==> src/rtl/encoder_pkg.sv <==
// Shared constants and types for the chained-shift 3-bit cipher.
// Used by the encoder and by its paired decoder.
package encoder_pkg;

    localparam int ELEMAN_W = 3;
    localparam logic [2:0] BASLANGIC_KAYDIRMA = 3'd1;

    typedef enum logic [1:0] {
        BOS     = 2'd0,
        AL      = 2'd1,
        SIFRELE = 2'd2
    } durum_t;

    // One element of the chain: 3-bit sum, wraps mod 8, no carry out.
    function automatic logic [2:0] eleman_sifrele(
        input logic [2:0] ham,
        input logic [2:0] kaydirma
    );
        return ham + kaydirma;
    endfunction

endpackage

==> src/rtl/encoder_if.sv <==
// Data/handshake bundle of the encoder.
// master: plain data source and result sink; slave: encoder.
interface encoder_if #(
    parameter int N = 30
);
    logic         basla;
    logic         mod;
    logic [N-1:0] gelen_veri;
    logic [N-1:0] cikan_veri;
    logic         bitti;
    logic         seri_basla;
    logic [2:0]   seri_veri;

    modport master (
        output basla, mod, gelen_veri,
        input  cikan_veri, bitti, seri_basla, seri_veri
    );

    modport slave (
        input  basla, mod, gelen_veri,
        output cikan_veri, bitti, seri_basla, seri_veri
    );
endinterface

==> src/rtl/encoder.sv <==
// Chained-shift 3-bit cipher encoder, MSB element first.
// Ports: clk, rst (sync, active-high), bus (encoder_if.slave):
//   basla/mod/gelen_veri in; cikan_veri/bitti/seri_basla/seri_veri out.
// Option: SERI_CIKIS_EN enables the serial output stream.
module encoder
    import encoder_pkg::*;
#(
    parameter int N = 30
) (
    input logic      clk,
    input logic      rst,
    encoder_if.slave bus
);

    localparam int M = N / ELEMAN_W;
    localparam logic [4:0] SON = 5'(M - 1);

    durum_t       durum;
    logic [4:0]   sayac;
    logic [2:0]   kaydirma;
    logic [2:0]   ham [M];
    logic [N-1:0] cikan_r;
    logic         bitti_r;
    logic [2:0]   ham_sec;
    logic [2:0]   e;

    // Element select by counter; explicit compare avoids index width issues.
    always_comb begin
        ham_sec = '0;
        for (int i = 0; i < M; i++) begin
            if (sayac == 5'(i)) ham_sec = ham[i];
        end
    end

    assign e = eleman_sifrele(ham_sec, kaydirma);

`ifdef SERI_CIKIS_EN
    logic       seri_basla_r;
    logic [2:0] seri_veri_r;
    assign bus.seri_basla = seri_basla_r;
    assign bus.seri_veri  = seri_veri_r;
`else
    assign bus.seri_basla = 1'b0;
    assign bus.seri_veri  = 3'd0;
`endif

    assign bus.cikan_veri = cikan_r;
    assign bus.bitti      = bitti_r;

    always_ff @(posedge clk) begin
        if (rst) begin
            durum    <= BOS;
            sayac    <= SON;
            kaydirma <= BASLANGIC_KAYDIRMA;
            cikan_r  <= '0;
            bitti_r  <= 1'b0;
            for (int i = 0; i < M; i++) ham[i] <= '0;
`ifdef SERI_CIKIS_EN
            seri_basla_r <= 1'b0;
            seri_veri_r  <= 3'd0;
`endif
        end else begin
            bitti_r <= 1'b0;
`ifdef SERI_CIKIS_EN
            seri_basla_r <= 1'b0;
`endif
            unique case (durum)
                BOS: begin
                    if (bus.basla) begin
                        if (!bus.mod) begin
                            for (int i = 0; i < M; i++)
                                ham[i] <= bus.gelen_veri[ELEMAN_W*i +: ELEMAN_W];
                            sayac    <= SON;
                            kaydirma <= BASLANGIC_KAYDIRMA;
                            durum    <= SIFRELE;
                        end else begin
                            ham[M-1] <= bus.gelen_veri[2:0];
                            // A single-element word needs no further loading.
                            if (M == 1) begin
                                sayac <= SON;
                                durum <= SIFRELE;
                            end else begin
                                sayac <= SON - 5'd1;
                                durum <= AL;
                            end
                        end
                    end
                end
                AL: begin
                    for (int i = 0; i < M; i++) begin
                        if (sayac == 5'(i)) ham[i] <= bus.gelen_veri[2:0];
                    end
                    if (sayac == 5'd0) begin
                        sayac <= SON;
                        durum <= SIFRELE;
                    end else begin
                        sayac <= sayac - 5'd1;
                    end
                end
                SIFRELE: begin
                    for (int i = 0; i < M; i++) begin
                        if (sayac == 5'(i))
                            cikan_r[ELEMAN_W*i +: ELEMAN_W] <= e;
                    end
`ifdef SERI_CIKIS_EN
                    seri_veri_r  <= e;
                    seri_basla_r <= (sayac == SON);
`endif
                    if (sayac == 5'd0) begin
                        bitti_r  <= 1'b1;
                        sayac    <= SON;
                        kaydirma <= BASLANGIC_KAYDIRMA;
                        durum    <= BOS;
                    end else begin
                        kaydirma <= e;
                        sayac    <= sayac - 5'd1;
                    end
                end
                default: durum <= BOS;
            endcase
        end
    end

endmodule

==> src/flat_wrapper.sv <==
// flat-port wrapper written by rule: the top's interface ports become plain ports
module encoder_flat import encoder_pkg::*;
#(
    parameter int N = 30
)
  (clk, rst, bus_basla, bus_mod, bus_gelen_veri, bus_cikan_veri, bus_bitti, bus_seri_basla, bus_seri_veri);
  encoder_if #(.N(N)) bus_i ();
  input logic clk;
  input logic rst;
  input wire logic [$bits(bus_i.basla)-1:0] bus_basla;
  input wire logic [$bits(bus_i.mod)-1:0] bus_mod;
  input wire logic [$bits(bus_i.gelen_veri)-1:0] bus_gelen_veri;
  output wire logic [$bits(bus_i.cikan_veri)-1:0] bus_cikan_veri;
  output wire logic [$bits(bus_i.bitti)-1:0] bus_bitti;
  output wire logic [$bits(bus_i.seri_basla)-1:0] bus_seri_basla;
  output wire logic [$bits(bus_i.seri_veri)-1:0] bus_seri_veri;
  assign bus_i.basla = bus_basla;
  assign bus_i.mod = bus_mod;
  assign bus_i.gelen_veri = bus_gelen_veri;
  assign bus_cikan_veri = bus_i.cikan_veri;
  assign bus_bitti = bus_i.bitti;
  assign bus_seri_basla = bus_i.seri_basla;
  assign bus_seri_veri = bus_i.seri_veri;
  encoder #(.N(N)) u_core (.clk(clk), .rst(rst), .bus(bus_i));
endmodule
==> config.mk <==
export PLATFORM = sky130hd
export DESIGN_NAME = encoder_flat
export DESIGN_NICKNAME = d
export VERILOG_FILES = /design/src/rtl/encoder_pkg.sv /design/src/rtl/encoder_if.sv /design/src/rtl/encoder.sv /design/src/flat_wrapper.sv
export SDC_FILE = /design/constraint.sdc
export NUM_CORES = 1
export LEC_CHECK = 0
export BUFFER_PORTS_ARGS = -buffer_cell sky130_fd_sc_hd__buf_2
export CELL_PAD_IN_SITES_DETAIL_PLACEMENT = 1
export CELL_PAD_IN_SITES_GLOBAL_PLACEMENT = 1
export CORE_ASPECT_RATIO = 1.2
export CORE_MARGIN = 1
export CORE_UTILIZATION = 38
export CTS_BUF_LIST = sky130_fd_sc_hd__clkbuf_8 sky130_fd_sc_hd__clkbuf_16
export DETAILED_ROUTE_END_ITERATION = 10
export PLACE_DENSITY = 0.74
export SETUP_SLACK_MARGIN = 0.05
export SYNTH_ARGS = -nofsm -noshare
export SYNTH_HDL_FRONTEND = slang
export SYNTH_SLANG_ARGS = --single-unit
export TNS_END_PERCENT = 1
==> constraint.sdc <==
create_clock -name clk -period 3.2 [get_ports clk]
set_input_delay 0.48 -clock clk [delete_from_list [all_inputs] [get_ports clk]]
set_output_delay 0.48 -clock clk [all_outputs]
set_load 0.005 [all_outputs]
==> out/results.md, run 1 <==
| Parameter | Value |
|:---|:---|
| Minimum clock period | 3380 ps |
| Setup slack of the most critical reg-to-reg path | -180 ps |
| Maximum vdd ir drop | 0.000327 V |
| Placement-stage worst setup slack | -121 ps |
| Detailed-route via count | 3384 |
| Most common flop cell mapped by yosys | sky130_fd_sc_hd__dfxtp_1 |
| Critical Path Source Type | flop |
| Half-perimeter wire length after detailed placement | 8.24 mm |
| Endpoint of the lowest-slack register-to-register path | u_core.kaydirma[2]$_SDFFE_PP0P_ |
| Chip Height | 111 um |
| Count of antenna-violating nets left after detailed routing | 0 |
| Number of distinct library cells after synthesis | 54 |
| Master cell of the clock root buffer | sky130_fd_sc_hd__clkbuf_16 |
| Maximum number of pins on one net before global-route repair | 43 |
| Clock skew | 8.02 ps |
| WL/cell | 18.2 um |
| Number of synthesized register bits | 71 |
| Synth top area share | 23.7% |
| Synthesized instance count | 400 |
| Total routing usage reported by global routing | 22.5% |
| Non-Filler Instances | 604 |
| Clock latency on the worst-skew pair | 340 ps |
| Core Box Area | 9610 sq um |
| Worst Tran Pin Value | 904 ps |
| Die Span X | 93.2 um |
| Portion of the post-synthesis area used by sequential elements | 45.4% |
| Highest clock rate | 296 MHz |
| Congestion Overflow GR | 0 |
| Max-cap check violation count | 0 |
| Hold-critical path depth | 2 |
| Data required time of the worst path | 3420 ps |
| Post-synth top area cell | sky130_fd_sc_hd__edfxtp_1 |
| Fin area | 4760 sq um |
| Hold Vio Cnt, Final | 0 |
| Final Worst Setup Slack | -176 ps |
| Initial core utilization | 39.5% |
| Reg2reg start | u_core.sayac[1]$_SDFFE_PP0P_ |
| Worst reg-to-reg path cell count | 14 |
| Row cnt | 39 |
| Launching instance or port of the critical path | u_core.sayac[1]$_SDFFE_PP0P_ |
| Cell count after placement | 587 |
| Proportion of layout cells with a drive suffix above 1 | 28.1% |
| Worst stage delay on the critical path | 400 ps |
| Area Overhead vs Synth | 25.6% |
| Post-synth EDFFs | 30 |
| Dominant cells by area after synthesis | sky130_fd_sc_hd__edfxtp_1 24%, sky130_fd_sc_hd__dfxtp_1 22%, sky130_fd_sc_hd__a22o_1 5.5% |
| Netlist area before placement | 3790 sq um |
| Setup repair after global routing missed its margin | yes |
| DP Area | 4330 sq um |
| Number of antenna diodes | 0 |
| Share of synthesized flip-flops with an asynchronous set or reset | 0% |
| Vias in the first global route | 3522 |
| Type of the worst setup path | reg -> reg |
| Clock H-tree levels | 3 |
| 1st-pass router iterations | 4 |
| Hold buffer count at cts | 0 |
| Violated checks | negative setup slack |
| Worst slew slack as a fraction of its limit | 39.7% |
| Setup-violating endpoint count in the final report | 7 |
| Placer's final routability congestion estimate | 0.887 |
| Leakage power of the design | 0.00188 uW |
| Clock Sink Count | 71 |
| Most common cell after layout, fill and taps aside | sky130_fd_sc_hd__buf_2 |
| Final #Nets | 520 |
| CP Data Arrival Time | 3600 ps |
| Total wirelength of the detailed-routed design | 11.0 mm |
| Number of violations reported at the end of detailed-routing iteration 0 | 172 |
| Full die area | 10400 sq um |
| Final hold slack | 432 ps |
| Cell with the largest stage delay on the worst path | sky130_fd_sc_hd__fa_2 |
| Count of input and output buffers | 64 |
| Average instance area after synthesis | 9.48 sq um |
| Areal power density over the cells | 697 nW/um^2 |
| Final Power | 3320 uW |
| Fill count | 1127 |
| Pins over their slew limit | 0 |
| End point of the worst hold path | u_core.ham[0][4]$_SDFFCE_PN0P_ |
| HP Class | in -> reg |
| Nature of the critical path endpoint | flop |
| List of cells traversed by the critical path | buf_4 > ha_1 > and2_1 > o21ai_2 > a221oi_2 > o22a_1 > ha_2 > inv_2 > fa_2 > xnor2_4 > or3_1 > o31a_1 > and3_1 > a32o_1 |
| Buffer levels on the longest clock path | 2 |
| Maximum fanout along the worst path | 7 |
| Clock buffer count from CTS | 9 |
| Commonest cells after routing, fill and taps aside | 64 x sky130_fd_sc_hd__buf_2, 53 x sky130_fd_sc_hd__nor2_1, 39 x sky130_fd_sc_hd__dfxtp_1, 30 x sky130_fd_sc_hd__edfxtp_1, 25 x sky130_fd_sc_hd__nand2_1 |
| I/O Pins | 69 |
| YS warnings | 0 |
| CTS tree | yes |
| Global-route wire length before repair | 17.9 mm |
| Origin of the worst min-delay path | bus_gelen_veri[4] |
| Clk slew on worst S/H paths | 60 ps |
| Final Cycle Share | 106% |
| Initial antenna violation count | 0 |
| Post-route DRC violation count | 0 |
| Status | complete, but fails checks |
| Number of vias per cell after detailed routing | 5.60 |
==> critical path: cells and delay by family, from the launching register on <==
| family | cells | cell delay [ps] |
|---|---|---|
| simple gates | 3 | 800 |
| buf+inv | 2 | 170 |
| xor+xnor | 1 | 180 |
| flops | 1 | 360 |
| compound gates | 5 | 820 |
| fa+ha+maj | 3 | 920 |
==> where the power goes <==
part           internal [uW]  switching (uW)  total, uW
combinational            503             750       1250
sequential              1040            52.7       1100
clock                    590             380        971
==> stage by stage <==
step | util, % | setup TNS (ps)
floorplan | - | 0
global placement | 45.1 | 0
detailed placement | 45.1 | -564
CTS | 48.6 | -530
global route | 49.6 | -2260
finish | 49.6 | -942
==> flip-flops by register name (all words and copies together), names as in the netlist <==
signal and flops:
u_core.bus.bitti 1, u_core.bus.cikan_veri 30, u_core.sayac 5, u_core.ham 30
u_core.durum 2, u_core.kaydirma 3
==> what timing repair did <==
item	in CTS	in global routing
setup endpoints to repair	11	11
setup buffers	0	1
pin swaps	2	11
resized for setup	9	18
==> cell usage after synthesis (all sizes together), types with 2 or more instances <==
| master | n |
|---|---|
| or3 | 2 |
| and2 | 4 |
| ha | 9 |
| mux2i | 12 |
| nor3b | 2 |
| o32ai | 3 |
| nand2 | 26 |
| o21ai | 20 |
| edfxtp | 30 |
| nand3 | 5 |
| nor2 | 53 |
| a221oi | 5 |
| nor4 | 8 |
| a211o | 2 |
| a31oi | 2 |
| inv | 12 |
| nand3b | 7 |
| nand2b | 14 |
| a21o | 4 |
| nor3 | 12 |
| buf | 10 |
| a32o | 2 |
| a21oi | 20 |
| o22ai | 3 |
| and3 | 12 |
| clkbuf | 14 |
| a211oi | 15 |
| nand4bb | 2 |
| nor2b | 11 |
| or2 | 2 |
| a22o | 25 |
| a2111oi | 2 |
| dfxtp | 41 |
==> per-layer routing <==
metal	part of all wire, %	global-route usage (%)
met5	0	0
met1	44	26.8
met4	1.6	7.90
met2	52	39.9
met3	3.0	4.10
==> cells by family (layout without fill, tap and decap cells) <==
family          count (synthesis)  count (layout)  share of synthesized area, %
xor+xnor                        1               1                         0.231
other cells                     1               4                        0.0988
flops                          71              71                          45.4
buf+inv                        36             114                          4.62
fa+ha+maj                      10              10                          3.50
simple gates                  162             162                          22.2
compound gates                107             107                          20.8
mux                            12              12                          3.17
==> layout make-up <==
| class | instances | area (sq um) | area share, % |
|---|---|---|---|
| inverter | 12 | 47.5 | 0.998 |
| clock buffer | 11 | 264 | 5.54 |
| multi-input combinational | 296 | 2050 | 42.9 |
| timing repair buffer | 86 | 497 | 10.4 |
| clock inverter | 5 | 28.8 | 0.604 |
| tap | 123 | 154 | 3.23 |
| sequential | 71 | 1730 | 36.2 |
==> how the worst max path moves through the flow <==
stage / end / cells after the start
after floorplan: u_core.kaydirma[2]$_SDFFE_PP0P_ / 16
after global placement: u_core.bus.cikan_veri[17]$_SDFFE_PP0P_ / 15
after detailed placement: u_core.bus.cikan_veri[17]$_SDFFE_PP0P_ / 15
after CTS: u_core.bus.cikan_veri[26]$_SDFFE_PP0P_ / 16
after global routing: u_core.kaydirma[2]$_SDFFE_PP0P_ / 15
final: u_core.kaydirma[2]$_SDFFE_PP0P_ / 14
(Power assumes the default switching activity.)
==> run 2: changes to the inputs <==
- CORE_ASPECT_RATIO: 1.2 -> unset
==> out/results.md, run 2 (synthesized netlist as in run 1, its figures left out) <==
| Parameter | Value | vs previous |
|:---|:---|:---|
| Core Box Area | 9730 sq um | +1.2% |
| Cell count after placement | 596 | +1.5% |
| Areal power density over the cells | 662 nW/um^2 | -4.9% |
| Buffer levels on the longest clock path | 2 | unchanged |
| Final Power | 3130 uW | -5.7% |
| CTS tree | yes |  |
| Count of antenna-violating nets left after detailed routing | 0 | unchanged |
| Clock Sink Count | 71 | unchanged |
| Setup-violating endpoint count in the final report | 6 | -1 |
| Worst slew slack as a fraction of its limit | 58.3% | +19 points |
| Master cell of the clock root buffer | sky130_fd_sc_hd__clkbuf_8 |  |
| Vias in the first global route | 3427 | -2.7% |
| I/O Pins | 69 | unchanged |
| Full die area | 10400 sq um | about the same |
| Fill count | 1157 | +2.7% |
| Final Worst Setup Slack | -70.8 ps | +106 ps |
| CP Data Arrival Time | 3490 ps | -110 ps |
| Half-perimeter wire length after detailed placement | 8.33 mm | +1.1% |
| Clock latency on the worst-skew pair | 360 ps | +20 ps |
| Global-route wire length before repair | 17.3 mm | -3.4% |
| Leakage power of the design | 0.00185 uW | -1.8% |
| Violated checks | negative setup slack |  |
| Non-Filler Instances | 614 | +1.7% |
| Hold Vio Cnt, Final | 0 | unchanged |
| HP Class | in -> reg |  |
| Die Span X | 102 um | +9.3% |
| Count of input and output buffers | 64 | unchanged |
| Clock buffer count from CTS | 9 | unchanged |
| Type of the worst setup path | reg -> reg |  |
| Pins over their slew limit | 0 | unchanged |
| Data required time of the worst path | 3420 ps | about the same |
| Placer's final routability congestion estimate | 0.895 | +0.92% |
| WL/cell | 18.3 um | +0.59% |
| Status | complete, but fails checks |  |
| Chip Height | 102 um | -8.6% |
| Commonest cells after routing, fill and taps aside | 64 x sky130_fd_sc_hd__buf_2, 53 x sky130_fd_sc_hd__nor2_1, 39 x sky130_fd_sc_hd__dfxtp_1, 30 x sky130_fd_sc_hd__edfxtp_1, 25 x sky130_fd_sc_hd__nand2_1 |  |
| Critical Path Source Type | flop |  |
| Number of vias per cell after detailed routing | 5.54 | -1.2% |
| Origin of the worst min-delay path | bus_gelen_veri[18] |  |
| Congestion Overflow GR | 0 | unchanged |
| Worst Tran Pin Value | 624 ps | -281 ps |
| Launching instance or port of the critical path | u_core.sayac[1]$_SDFFE_PP0P_ |  |
| Number of violations reported at the end of detailed-routing iteration 0 | 203 | +18% |
| Final Cycle Share | 102% | -3.3 points |
| Initial core utilization | 39.0% | -0.47 points |
| Total routing usage reported by global routing | 22.3% | -0.16 points |
| Row cnt | 36 | -7.7% |
| Clk slew on worst S/H paths | 80 ps | +20 ps |
| Maximum number of pins on one net before global-route repair | 25 | -42% |
| Hold buffer count at cts | 0 | unchanged |
| Number of antenna diodes | 0 | unchanged |
| Post-route DRC violation count | 0 | unchanged |
| Minimum clock period | 3270 ps | -106 ps |
| Total wirelength of the detailed-routed design | 11.2 mm | +2.3% |
| Detailed-route via count | 3399 | +0.44% |
| Maximum vdd ir drop | 0.000256 V | -22% |
| Clock skew | 4.40 ps | -3.62 ps |
| Reg2reg start | u_core.sayac[1]$_SDFFE_PP0P_ |  |
| Area Overhead vs Synth | 24.6% |  |
| Maximum fanout along the worst path | 5 | -2 |
| 1st-pass router iterations | 4 | unchanged |
| Final #Nets | 520 | unchanged |
| Sum of negative setup slack | -164 ps | +778 ps |
| DP Area | 4340 sq um | +0.12% |
| Most common cell after layout, fill and taps aside | sky130_fd_sc_hd__buf_2 |  |
| Highest clock rate | 306 MHz | +3.2% |
| Clock H-tree levels | 3 | unchanged |
| Proportion of layout cells with a drive suffix above 1 | 28.7% | +0.62 points |
| Initial antenna violation count | 0 | unchanged |
| Nature of the critical path endpoint | flop |  |
| Setup repair after global routing missed its margin | yes |  |
| Fin area | 4730 sq um | -0.79% |
| Max-cap check violation count | 0 | unchanged |
[run 2: changes by cell type in the layout (fill, tap and decap cells not counted), sizes merged]
| cell | delta |
|---|---|
| clkinv | -2 |
| inv | -1 |
| clkbuf | +1 |
| clkinvlp | +1 |
| bufinv | +1 |
[run 2: layout make-up]
cell class              count  area (sq um)  share of cell area (%)
multi-input cells         296          2060                    43.6
flip-flops and latches     71          1730                    36.5
repair buffers             86           489                    10.4
clock buffers              12           188                    3.97
well taps                 133           166                    3.52
clock inverters             4          47.5                    1.01
inverters                  12          47.5                    1.01
[run 2: timing repair]
item | in CTS | in global routing
pin swaps | 5 | 4
resized for setup | 15 | 10
setup endpoints to repair | 11 | 11
setup buffers | 1 | 1
[run 2: metrics by stage]
step / worst slack [ps] / hold slack (ps) / utilization [%]
3_3_place_gp: 15.8 / 464 / 44.6
3_5_place_dp: -155 / 483 / 44.6
5_1_grt: -213 / 410 / 48.6
4_1_cts: -58.3 / 393 / 47.8
6_report: -70.8 / 405 / 48.6
2_1_floorplan: 51.6 / 454 / -
[run 2: path summary, 6_finish.rpt]
check / cells after the start / to / slack, ps
worst min-delay path: 2 / u_core.ham[0][18]$_SDFFCE_PN0P_ / 410
worst min register to register: 2 / u_core.durum[0]$_SDFFE_PP0P_ / 490
worst max register to register: 16 / u_core.bus.cikan_veri[17]$_SDFFE_PP0P_ / -70
worst max-delay path: 16 / u_core.bus.cikan_veri[17]$_SDFFE_PP0P_ / -70
[run 2: critical path, cell delays in order, from the launching register on]
cell	delay [ps]
sky130_fd_sc_hd__dfxtp_4	390
sky130_fd_sc_hd__inv_4	50
sky130_fd_sc_hd__ha_4	170
sky130_fd_sc_hd__nand3b_1	180
sky130_fd_sc_hd__a221oi_2	250
sky130_fd_sc_hd__o21ai_1	120
sky130_fd_sc_hd__a221oi_2	260
sky130_fd_sc_hd__o22a_1	170
sky130_fd_sc_hd__ha_1	140
sky130_fd_sc_hd__inv_1	50
sky130_fd_sc_hd__fa_2	380
sky130_fd_sc_hd__xnor2_4	180
sky130_fd_sc_hd__buf_4	150
sky130_fd_sc_hd__a221oi_4	250
sky130_fd_sc_hd__nand2_1	110
sky130_fd_sc_hd__mux2i_2	240
sky130_fd_sc_hd__a2111oi_4	70
[run 2: layer usage]
metal  vias up  global-route usage, %  wire length (um)
li1       1621                      -                 -
met5         -                      0                 0
met2        95                   38.3              5510
met3        15                   3.97               514
met4         0                   8.35               226
met1      1668                   28.1              4970
[run 2: report_power, final]
part,total [uW],internal [uW],switching [uW]
clock,826,474,352
sequential,1100,1040,55.4
combinational,1210,470,737
